$ cat config.mk
export PLATFORM = sky130hd
export DESIGN_NAME = rock_scheduler_flat
export DESIGN_NICKNAME = d
export VERILOG_FILES = /design/src/rtl/rock_scheduler_if.sv /design/src/rtl/rock_scheduler.sv /design/src/flat_wrapper.sv
export SDC_FILE = /design/constraint.sdc
export NUM_CORES = 1
export LEC_CHECK = 0
export ABC_AREA = 1
export BUFFER_PORTS_ARGS = -buffer_cell sky130_fd_sc_hd__buf_2
export CAP_MARGIN = 20
export CORE_MARGIN = 2
export CORE_UTILIZATION = 45
export DETAILED_ROUTE_END_ITERATION = 7
export PLACE_DENSITY_LB_ADDON = 0.08
export SLEW_MARGIN = 20
export SYNTH_ARGS = -nofsm -noshare
export SYNTH_HDL_FRONTEND = slang
export SYNTH_SLANG_ARGS = --single-unit
$ cat constraint.sdc
create_clock -name clk60hz -period 5.8 [get_ports clk60hz]
set_input_delay 0.58 -clock clk60hz [delete_from_list [all_inputs] [get_ports clk60hz]]
set_output_delay 0.58 -clock clk60hz [all_outputs]
set_load 0.02 [all_outputs]
$ cat src/rtl/rock_scheduler_if.sv
// Rock scheduler bus: spawn control, slot status and retire pulses.
// Ports: master drives enable/clearAll/maxActive/inUse/rockHit; slave drives the rest.
interface rock_scheduler_if #(
    parameter int NSLOT = 8
);
    logic             enable;
    logic             clearAll;
    logic [3:0]       maxActive;
    logic [NSLOT-1:0] inUse;
    logic [NSLOT-1:0] rockHit;
    logic [NSLOT-1:0] start;
    logic [NSLOT-1:0] rockReset;
    logic [9:0]       initialX;
    logic [9:0]       initialY;
    logic [2:0]       dirX;
    logic [2:0]       dirY;
    logic [3:0]       activeCount;
    logic [7:0]       hitCount;
    logic             spawnFail;

    modport master (
        output enable, clearAll, maxActive, inUse, rockHit,
        input  start, rockReset, initialX, initialY,
        input  dirX, dirY, activeCount, hitCount, spawnFail
    );

    modport slave (
        input  enable, clearAll, maxActive, inUse, rockHit,
        output start, rockReset, initialX, initialY,
        output dirX, dirY, activeCount, hitCount, spawnFail
    );
endinterface

$ cat src/rtl/rock_scheduler.sv
// Rock scheduler: periodic spawning into free slots, lifetime/hit retirement.
// Ports: clk60hz (frame clock), reset (async, active-high), sched (slave bus).
module rock_scheduler #(
    parameter int NSLOT        = 8,
    parameter int SPAWN_PERIOD = 90,
    parameter int LIFETIME     = 400
) (
    input  logic             clk60hz,
    input  logic             reset,
    rock_scheduler_if.slave  sched
);

    localparam int IW  = (NSLOT > 1) ? $clog2(NSLOT) : 1;
    localparam int IW1 = IW + 1;
    localparam int TW  = $clog2(SPAWN_PERIOD + 4) + 1;

    typedef enum logic [2:0] {
        IDLE,
        WAIT,
        SEARCH,
        ISSUE,
        CONFIRM
    } state_t;

    state_t           r_state;
    state_t           w_state_nx;
    logic [TW-1:0]    r_timer;
    logic [IW-1:0]    r_rr;
    logic [IW-1:0]    r_idx;
    logic [IW-1:0]    w_sel;
    logic [IW1-1:0]   w_sum;
    logic             w_found;
    logic [15:0]      r_lfsr;
    logic             w_fb;
    logic [9:0]       r_x;
    logic [9:0]       r_y;
    logic [2:0]       r_dx;
    logic [2:0]       r_dy;
    logic [9:0]       w_x;
    logic [9:0]       w_y;
    logic [2:0]       w_dx;
    logic [2:0]       w_dy;
    logic [1:0]       w_spd;
    logic [8:0]       r_life [NSLOT];
    logic [NSLOT-1:0] r_rst;
    logic [NSLOT-1:0] r_block;
    logic [NSLOT-1:0] w_live;
    logic [NSLOT-1:0] w_hit;
    logic [NSLOT-1:0] w_exp;
    logic [NSLOT-1:0] w_ret;
    logic [NSLOT-1:0] w_start;
    logic [7:0]       r_hits;
    logic [3:0]       w_nhit;
    logic [8:0]       w_hsum;
    logic [3:0]       w_active;
    logic             r_fail;
    logic             w_tclr;
    logic             w_latch;
    logic             w_ok;
    logic             w_bad;

    // Population count of busy slots.
    always_comb begin
        w_active = '0;
        for (int i = 0; i < NSLOT; i++) begin
            w_active = w_active + 4'(sched.inUse[i]);
        end
    end

    // First free slot, scanning upward from the round-robin pointer.
    always_comb begin
        w_found = 1'b0;
        w_sel   = '0;
        w_sum   = '0;
        for (int k = 0; k < NSLOT; k++) begin
            w_sum = {1'b0, r_rr} + IW1'(k);
            if (w_sum >= IW1'(NSLOT)) begin
                w_sum = w_sum - IW1'(NSLOT);
            end
            if (!w_found && !sched.inUse[w_sum[IW-1:0]]) begin
                w_found = 1'b1;
                w_sel   = w_sum[IW-1:0];
            end
        end
    end

    // Spawn geometry decoded from the current LFSR value.
    always_comb begin
        w_spd = (r_lfsr[3:2] == 2'b00) ? 2'b01 : r_lfsr[3:2];
        w_x   = 10'd64 + {1'b0, r_lfsr[15:7]};
        w_y   = '0;
        w_dx  = r_lfsr[6:4];
        w_dy  = {1'b0, w_spd};
        case (r_lfsr[1:0])
            2'd0: begin
                w_y  = '0;
            end
            2'd1: begin
                w_y  = 10'd479;
                w_dy = {1'b1, w_spd};
            end
            2'd2: begin
                w_x  = '0;
                w_y  = 10'd112 + {2'b00, r_lfsr[15:8]};
                w_dx = {1'b0, w_spd};
                w_dy = r_lfsr[6:4];
            end
            default: begin
                w_x  = 10'd639;
                w_y  = 10'd112 + {2'b00, r_lfsr[15:8]};
                w_dx = {1'b1, w_spd};
                w_dy = r_lfsr[6:4];
            end
        endcase
    end

    assign w_fb = r_lfsr[0] ^ r_lfsr[2] ^ r_lfsr[3] ^ r_lfsr[5];

    // Next-state logic; clearAll overrides every state.
    always_comb begin
        w_state_nx = r_state;
        w_tclr     = 1'b0;
        w_latch    = 1'b0;
        w_ok       = 1'b0;
        w_bad      = 1'b0;
        if (sched.clearAll) begin
            w_state_nx = sched.enable ? WAIT : IDLE;
            w_tclr     = 1'b1;
        end else begin
            unique case (r_state)
                IDLE: begin
                    w_tclr = 1'b1;
                    if (sched.enable) begin
                        w_state_nx = WAIT;
                    end
                end
                WAIT: begin
                    if (!sched.enable) begin
                        w_state_nx = IDLE;
                        w_tclr     = 1'b1;
                    end else if (r_timer >= TW'(SPAWN_PERIOD - 1)) begin
                        w_state_nx = SEARCH;
                        w_tclr     = 1'b1;
                    end
                end
                SEARCH: begin
                    if (!sched.enable) begin
                        w_state_nx = IDLE;
                    end else if (!w_found || w_active >= sched.maxActive) begin
                        w_state_nx = WAIT;
                    end else begin
                        w_state_nx = ISSUE;
                        w_latch    = 1'b1;
                    end
                end
                ISSUE: begin
                    w_state_nx = CONFIRM;
                end
                CONFIRM: begin
                    w_ok       = sched.inUse[r_idx];
                    w_bad      = !sched.inUse[r_idx];
                    w_state_nx = sched.enable ? WAIT : IDLE;
                end
                default: begin
                    w_state_nx = IDLE;
                end
            endcase
        end
    end

    always_ff @(posedge clk60hz or posedge reset) begin
        if (reset) begin
            r_state <= IDLE;
        end else begin
            r_state <= w_state_nx;
        end
    end

    // Timer keeps running through the spawn handshake so attempts stay
    // exactly SPAWN_PERIOD frames apart.
    always_ff @(posedge clk60hz or posedge reset) begin
        if (reset) begin
            r_timer <= '0;
            r_rr    <= '0;
            r_idx   <= '0;
            r_lfsr  <= 16'hACE1;
            r_x     <= '0;
            r_y     <= '0;
            r_dx    <= '0;
            r_dy    <= '0;
            r_fail  <= 1'b0;
        end else begin
            if (w_tclr) begin
                r_timer <= '0;
            end else if (r_timer != '1) begin
                r_timer <= r_timer + TW'(1);
            end
            if (w_latch) begin
                r_idx <= w_sel;
                r_x   <= w_x;
                r_y   <= w_y;
                r_dx  <= w_dx;
                r_dy  <= w_dy;
            end
            if (r_state == ISSUE) begin
                r_lfsr <= {w_fb, r_lfsr[15:1]};
            end
            if (w_ok) begin
                r_rr <= (r_idx == IW'(NSLOT - 1)) ? '0 : r_idx + IW'(1);
            end
            if (w_bad) begin
                r_fail <= 1'b1;
            end
        end
    end

    // Retirement; r_block suppresses repeats until the slot goes idle.
    always_comb begin
        w_live = sched.inUse & ~r_block;
        w_hit  = sched.rockHit & w_live;
        w_exp  = '0;
        w_nhit = '0;
        for (int i = 0; i < NSLOT; i++) begin
            w_exp[i] = w_live[i] & (r_life[i] == 9'(LIFETIME - 1));
            w_nhit   = w_nhit + 4'(w_hit[i]);
        end
        w_ret  = w_hit | w_exp;
        w_hsum = {1'b0, r_hits} + {5'd0, w_nhit};
    end

    always_ff @(posedge clk60hz or posedge reset) begin
        if (reset) begin
            r_rst   <= '0;
            r_block <= '0;
            r_hits  <= '0;
        end else if (sched.clearAll) begin
            r_rst   <= '1;
            r_block <= '1;
        end else begin
            r_rst   <= w_ret;
            r_block <= w_ret | (r_block & sched.inUse);
            r_hits  <= w_hsum[8] ? 8'hFF : w_hsum[7:0];
        end
    end

    always_ff @(posedge clk60hz or posedge reset) begin
        if (reset) begin
            for (int i = 0; i < NSLOT; i++) begin
                r_life[i] <= '0;
            end
        end else begin
            for (int i = 0; i < NSLOT; i++) begin
                if (!sched.inUse[i] || (w_ok && r_idx == IW'(i))) begin
                    r_life[i] <= '0;
                end else if (r_life[i] != 9'h1FF) begin
                    r_life[i] <= r_life[i] + 9'd1;
                end
            end
        end
    end

    // start is decoded from state so an async reset drops it at once.
    always_comb begin
        w_start = '0;
        if (r_state == ISSUE) begin
            w_start[r_idx] = 1'b1;
        end
        w_start = w_start & ~r_rst;
    end

    assign sched.start       = w_start;
    assign sched.rockReset   = r_rst;
    assign sched.initialX    = r_x;
    assign sched.initialY    = r_y;
    assign sched.dirX        = r_dx;
    assign sched.dirY        = r_dy;
    assign sched.activeCount = w_active;
    assign sched.hitCount    = r_hits;
    assign sched.spawnFail   = r_fail;

endmodule

$ cat src/flat_wrapper.sv
// flat-port wrapper written by rule: the top's interface ports become plain ports
module rock_scheduler_flat 
#(
    parameter int NSLOT        = 8,
    parameter int SPAWN_PERIOD = 90,
    parameter int LIFETIME     = 400
)
  (clk60hz, reset, sched_enable, sched_clearAll, sched_maxActive, sched_inUse, sched_rockHit, sched_start, sched_rockReset, sched_initialX, sched_initialY, sched_dirX, sched_dirY, sched_activeCount, sched_hitCount, sched_spawnFail);
  rock_scheduler_if #(.NSLOT(NSLOT)) sched_i ();
  input  logic clk60hz;
  input  logic reset;
  input wire logic [$bits(sched_i.enable)-1:0] sched_enable;
  input wire logic [$bits(sched_i.clearAll)-1:0] sched_clearAll;
  input wire logic [$bits(sched_i.maxActive)-1:0] sched_maxActive;
  input wire logic [$bits(sched_i.inUse)-1:0] sched_inUse;
  input wire logic [$bits(sched_i.rockHit)-1:0] sched_rockHit;
  output wire logic [$bits(sched_i.start)-1:0] sched_start;
  output wire logic [$bits(sched_i.rockReset)-1:0] sched_rockReset;
  output wire logic [$bits(sched_i.initialX)-1:0] sched_initialX;
  output wire logic [$bits(sched_i.initialY)-1:0] sched_initialY;
  output wire logic [$bits(sched_i.dirX)-1:0] sched_dirX;
  output wire logic [$bits(sched_i.dirY)-1:0] sched_dirY;
  output wire logic [$bits(sched_i.activeCount)-1:0] sched_activeCount;
  output wire logic [$bits(sched_i.hitCount)-1:0] sched_hitCount;
  output wire logic [$bits(sched_i.spawnFail)-1:0] sched_spawnFail;
  assign sched_i.enable = sched_enable;
  assign sched_i.clearAll = sched_clearAll;
  assign sched_i.maxActive = sched_maxActive;
  assign sched_i.inUse = sched_inUse;
  assign sched_i.rockHit = sched_rockHit;
  assign sched_start = sched_i.start;
  assign sched_rockReset = sched_i.rockReset;
  assign sched_initialX = sched_i.initialX;
  assign sched_initialY = sched_i.initialY;
  assign sched_dirX = sched_i.dirX;
  assign sched_dirY = sched_i.dirY;
  assign sched_activeCount = sched_i.activeCount;
  assign sched_hitCount = sched_i.hitCount;
  assign sched_spawnFail = sched_i.spawnFail;
  rock_scheduler #(.NSLOT(NSLOT), .SPAWN_PERIOD(SPAWN_PERIOD), .LIFETIME(LIFETIME)) u_core (.clk60hz(clk60hz), .reset(reset), .sched(sched_i));
endmodule
==> reports/qor.txt <==
Minimum clock period -> 4.27 ns
Final count of hold timing violations -> 0
Met2 routed WL -> 9040 um
Gr usage total -> 0.199
Crit-path cells -> nor2_1 -> nand2_1 -> inv_1 -> ha_1 -> inv_1 -> fa_1 -> fa_1 -> fa_1 -> fa_1 -> fa_1 -> o31ai_1 -> inv_1 -> nor2_1 -> nand2_1 -> a21boi_0 -> o21ai_0
Clk slew on worst S/H paths -> 0.06 ns
CTS tree -> yes
Final HPWL DP -> 15000 um
Synthesized area per cell -> 8.12 um^2
Syn nets -> 1187
Total gr overflow -> 0
Port Buf Inserts -> 77
Cell variety after synth -> 51
Skew-Pair Late Insertion Delay -> 0.43 ns
Min-Delay Path Class -> in -> async
CTS Buf Count -> 17
Crit. End Element -> register
Initial antenna violation count -> 2
Setup TNS -> 0 ns
Synth area leaders -> dfrtp_1 (41%), nand2_1 (9.6%), ha_1 (6.3%)
Leak -> 4.94 nW
CTS root buf -> clkbuf_16
Hold slack final -> 0.108 ns
Top-count cell post-synth -> nand2_1
Outcome -> finished clean
Ys Warns -> 0
WL met3 -> 705 um
M1 WL -> 10300 um
Area leader, netlist -> dfrtp_1
Slew HR -> 0.399
Data arrival, critical path -> 4.61 ns
Critical path's most frequent cell -> fa_1
Critical path type -> reg -> reg
Primary FF master, synth -> dfrtp_1
Unrepaired setup endpoints after global routing -> no
Boundary Pins -> 79
Placed cell area -> 9560 um^2
DRT iter0 DRCs -> 327
Register area -> 3890 um^2
Asr flop ratio synth -> 1.00
Post-CTS Setup Bufs -> 0
Resized cells post-CTS -> 0
CTS Hold Buffers Added -> 0
Req. time, crit path -> 6.14 ns
Die Span X -> 145 um
Setup Viol. Count Final -> 0
Max Freq -> 0.234 GHz
Register area share after synthesis -> 0.432
Critical Path Start Type -> register
Final non-filler cell total -> 1459
Core box area -> 19500 um^2
Worst slew pin tran -> 0.901 ns
Via-per-instance ratio -> 4.96
Clock Sink Count -> 155
DR top layer -> met4
Synth top area share -> 0.409
Deepest clock path buffer count -> 2
Setup Skew -> 0.00990 ns
PwrDens -> 354 nW/um^2
H-tree Lvls -> 4
Final ANT Viol Nets -> 0
Final instance area -> 10200 um^2
Die height -> 145 um
Inst Count DP -> 1425
Row cnt -> 51
Final worst path period share -> 0.737
Vias in the first global route -> 6943
Avg WL per Cell -> 14.0 um
Initial Util -> 0.461
Slew Viols, Final -> 0
Placer Congestion -> 0.886
EDFF count, synth -> 0
DRC viols -> 0
Crit path max fanout -> 6
Worst Reg-to-Reg Cells -> 16
Post-Synthesis Cells -> 1109
Post-synthesis sequential element count -> 155
Die area -> 21100 um^2
Mapped Area -> 9000 um^2
Vias -> 7242
Layout area overhead -> 13.6%
Layout fillers -> 1941
WL final -> 20400 um
Largest net degree at the start of global routing -> 71
MaxCap Viol Count -> 0
Peak supply drop -> 0.220 mV
Share of layout cells above drive strength 1 -> 0.128
CP peak stage delay -> 0.49 ns
Pre-Repair DR Iteration Count -> 5
Slowest stage cell on the critical path -> fa_1
Multi-input gate area -> 4370 um^2
Nets -> 1257
First-pass GRT wire length -> 34400 um
Post-synth top cells -> nand2_1 (230), dfrtp_1 (147), inv_1 (136)
path summary, 6_finish.rpt:
| kind | from | to | slack, ns |
|---|---|---|---|
| min in group clk60hz | sched_enable | u_core.r_state[1]$_DFFE_PP0P_ | 0.46 |
| max in group asynchronous | reset | u_core.sched.hitCount[7]$_DFFE_PP0N_ | 4.51 |
| min | reset | u_core.sched.initialY[7]$_DFFE_PP0P_ | 0.11 |
| min reg2reg | u_core.sched.initialY[0]$_DFFE_PP0P_ | u_core.sched.initialY[0]$_DFFE_PP0P_ | 0.47 |
| max reg2reg | u_core.r_block[0]$_DFF_PP0_ | u_core.sched.hitCount[5]$_DFFE_PP0N_ | 1.53 |
| max | u_core.r_block[0]$_DFF_PP0_ | u_core.sched.hitCount[5]$_DFFE_PP0N_ | 1.53 |
stage by stage:
stage	power, W	setup slack (ns)	util
floorplan	0.00211	1.06	-
global placement	0.00237	1.15	0.489
detailed placement	0.00237	1.10	0.489
CTS	0.00365	1.50	0.523
global route	0.00385	1.27	0.523
finish	0.00362	1.53	0.524
where the power goes:
group | internal (W) | switching [W]
registers | 0.00122 | 0.000158
logic | 0.000333 | 0.000643
clock network | 0.000810 | 0.000455
total | 0.00236 | 0.00126
worst max-delay path, delay by kind of cell (launching register included):
| kind | cells | cell delay [ns] |
|---|---|---|
| compound gates | 3 | 0.50 |
| fa+ha+maj | 6 | 2.53 |
| buf+inv | 3 | 0.20 |
| flops | 1 | 0.38 |
| simple gates | 4 | 0.60 |
layout by cell type, fill, tap and decap left out, types with 4 or more instances in the layout:
master and n:
a211oi_1 5, a21oi_1 47, buf_2 77, bufinv_16 6
clkbuf_1 4, clkbuf_16 17, dfrtp_1 147, dfstp_2 8
fa_1 9, ha_1 45, inv_1 135, inv_2 8
nand2_1 230, nand2_2 6, nand3_1 85, nand3_2 4
nand4_1 15, nor2_1 125, nor3_1 26, nor3b_1 8
nor4_1 13, o211ai_1 7, o21ai_0 57, o21ai_1 8
o31ai_2 4, xnor2_1 9, xor2_1 41
flip-flops by register name (all words and copies together), names as in the netlist, 3 cells and up:
name                    count
u_core.sched.initialX      10
u_core.sched.dirY           3
u_core.sched.dirX           3
u_core.sched.rockReset      8
u_core.r_block              8
u_core.r_idx                3
u_core.sched.initialY       9
u_core.r_timer              8
u_core.r_life              72
u_core.r_state              3
u_core.r_lfsr              16
u_core.sched.hitCount       8
u_core.r_rr                 3
metal layers:
layer	GRT usage	vias to the layer above
met5	0	-
met4	0.0544	0
met3	0.0473	18
met2	0.301	93
met1	0.288	3387
li1	-	3744
cells by family (layout without fill, tap and decap cells):
kind of cell,after synthesis,after routing,synth area share
buffers and inverters,176,259,0.0826
DFF,155,155,0.432
adders and majority gates,54,54,0.0826
AOI/OAI and AO/OA,149,149,0.0962
xor gates and xnor gates,51,51,0.0505
and+or+nand+nor,523,523,0.256
other,1,3,0.000417
cell type report:
cell class / instances / share of cell area
Clock inverter: 11 / 0.0214
Clock buffer: 21 / 0.0431
Sequential cell: 155 / 0.380
Antenna cell: 2 / 0.000490
Timing Repair Buffer: 80 / 0.0399
Inverter: 147 / 0.0550
Tap cell: 265 / 0.0324
Multi-Input combinational cell: 778 / 0.427
(Power assumes the default switching activity.)
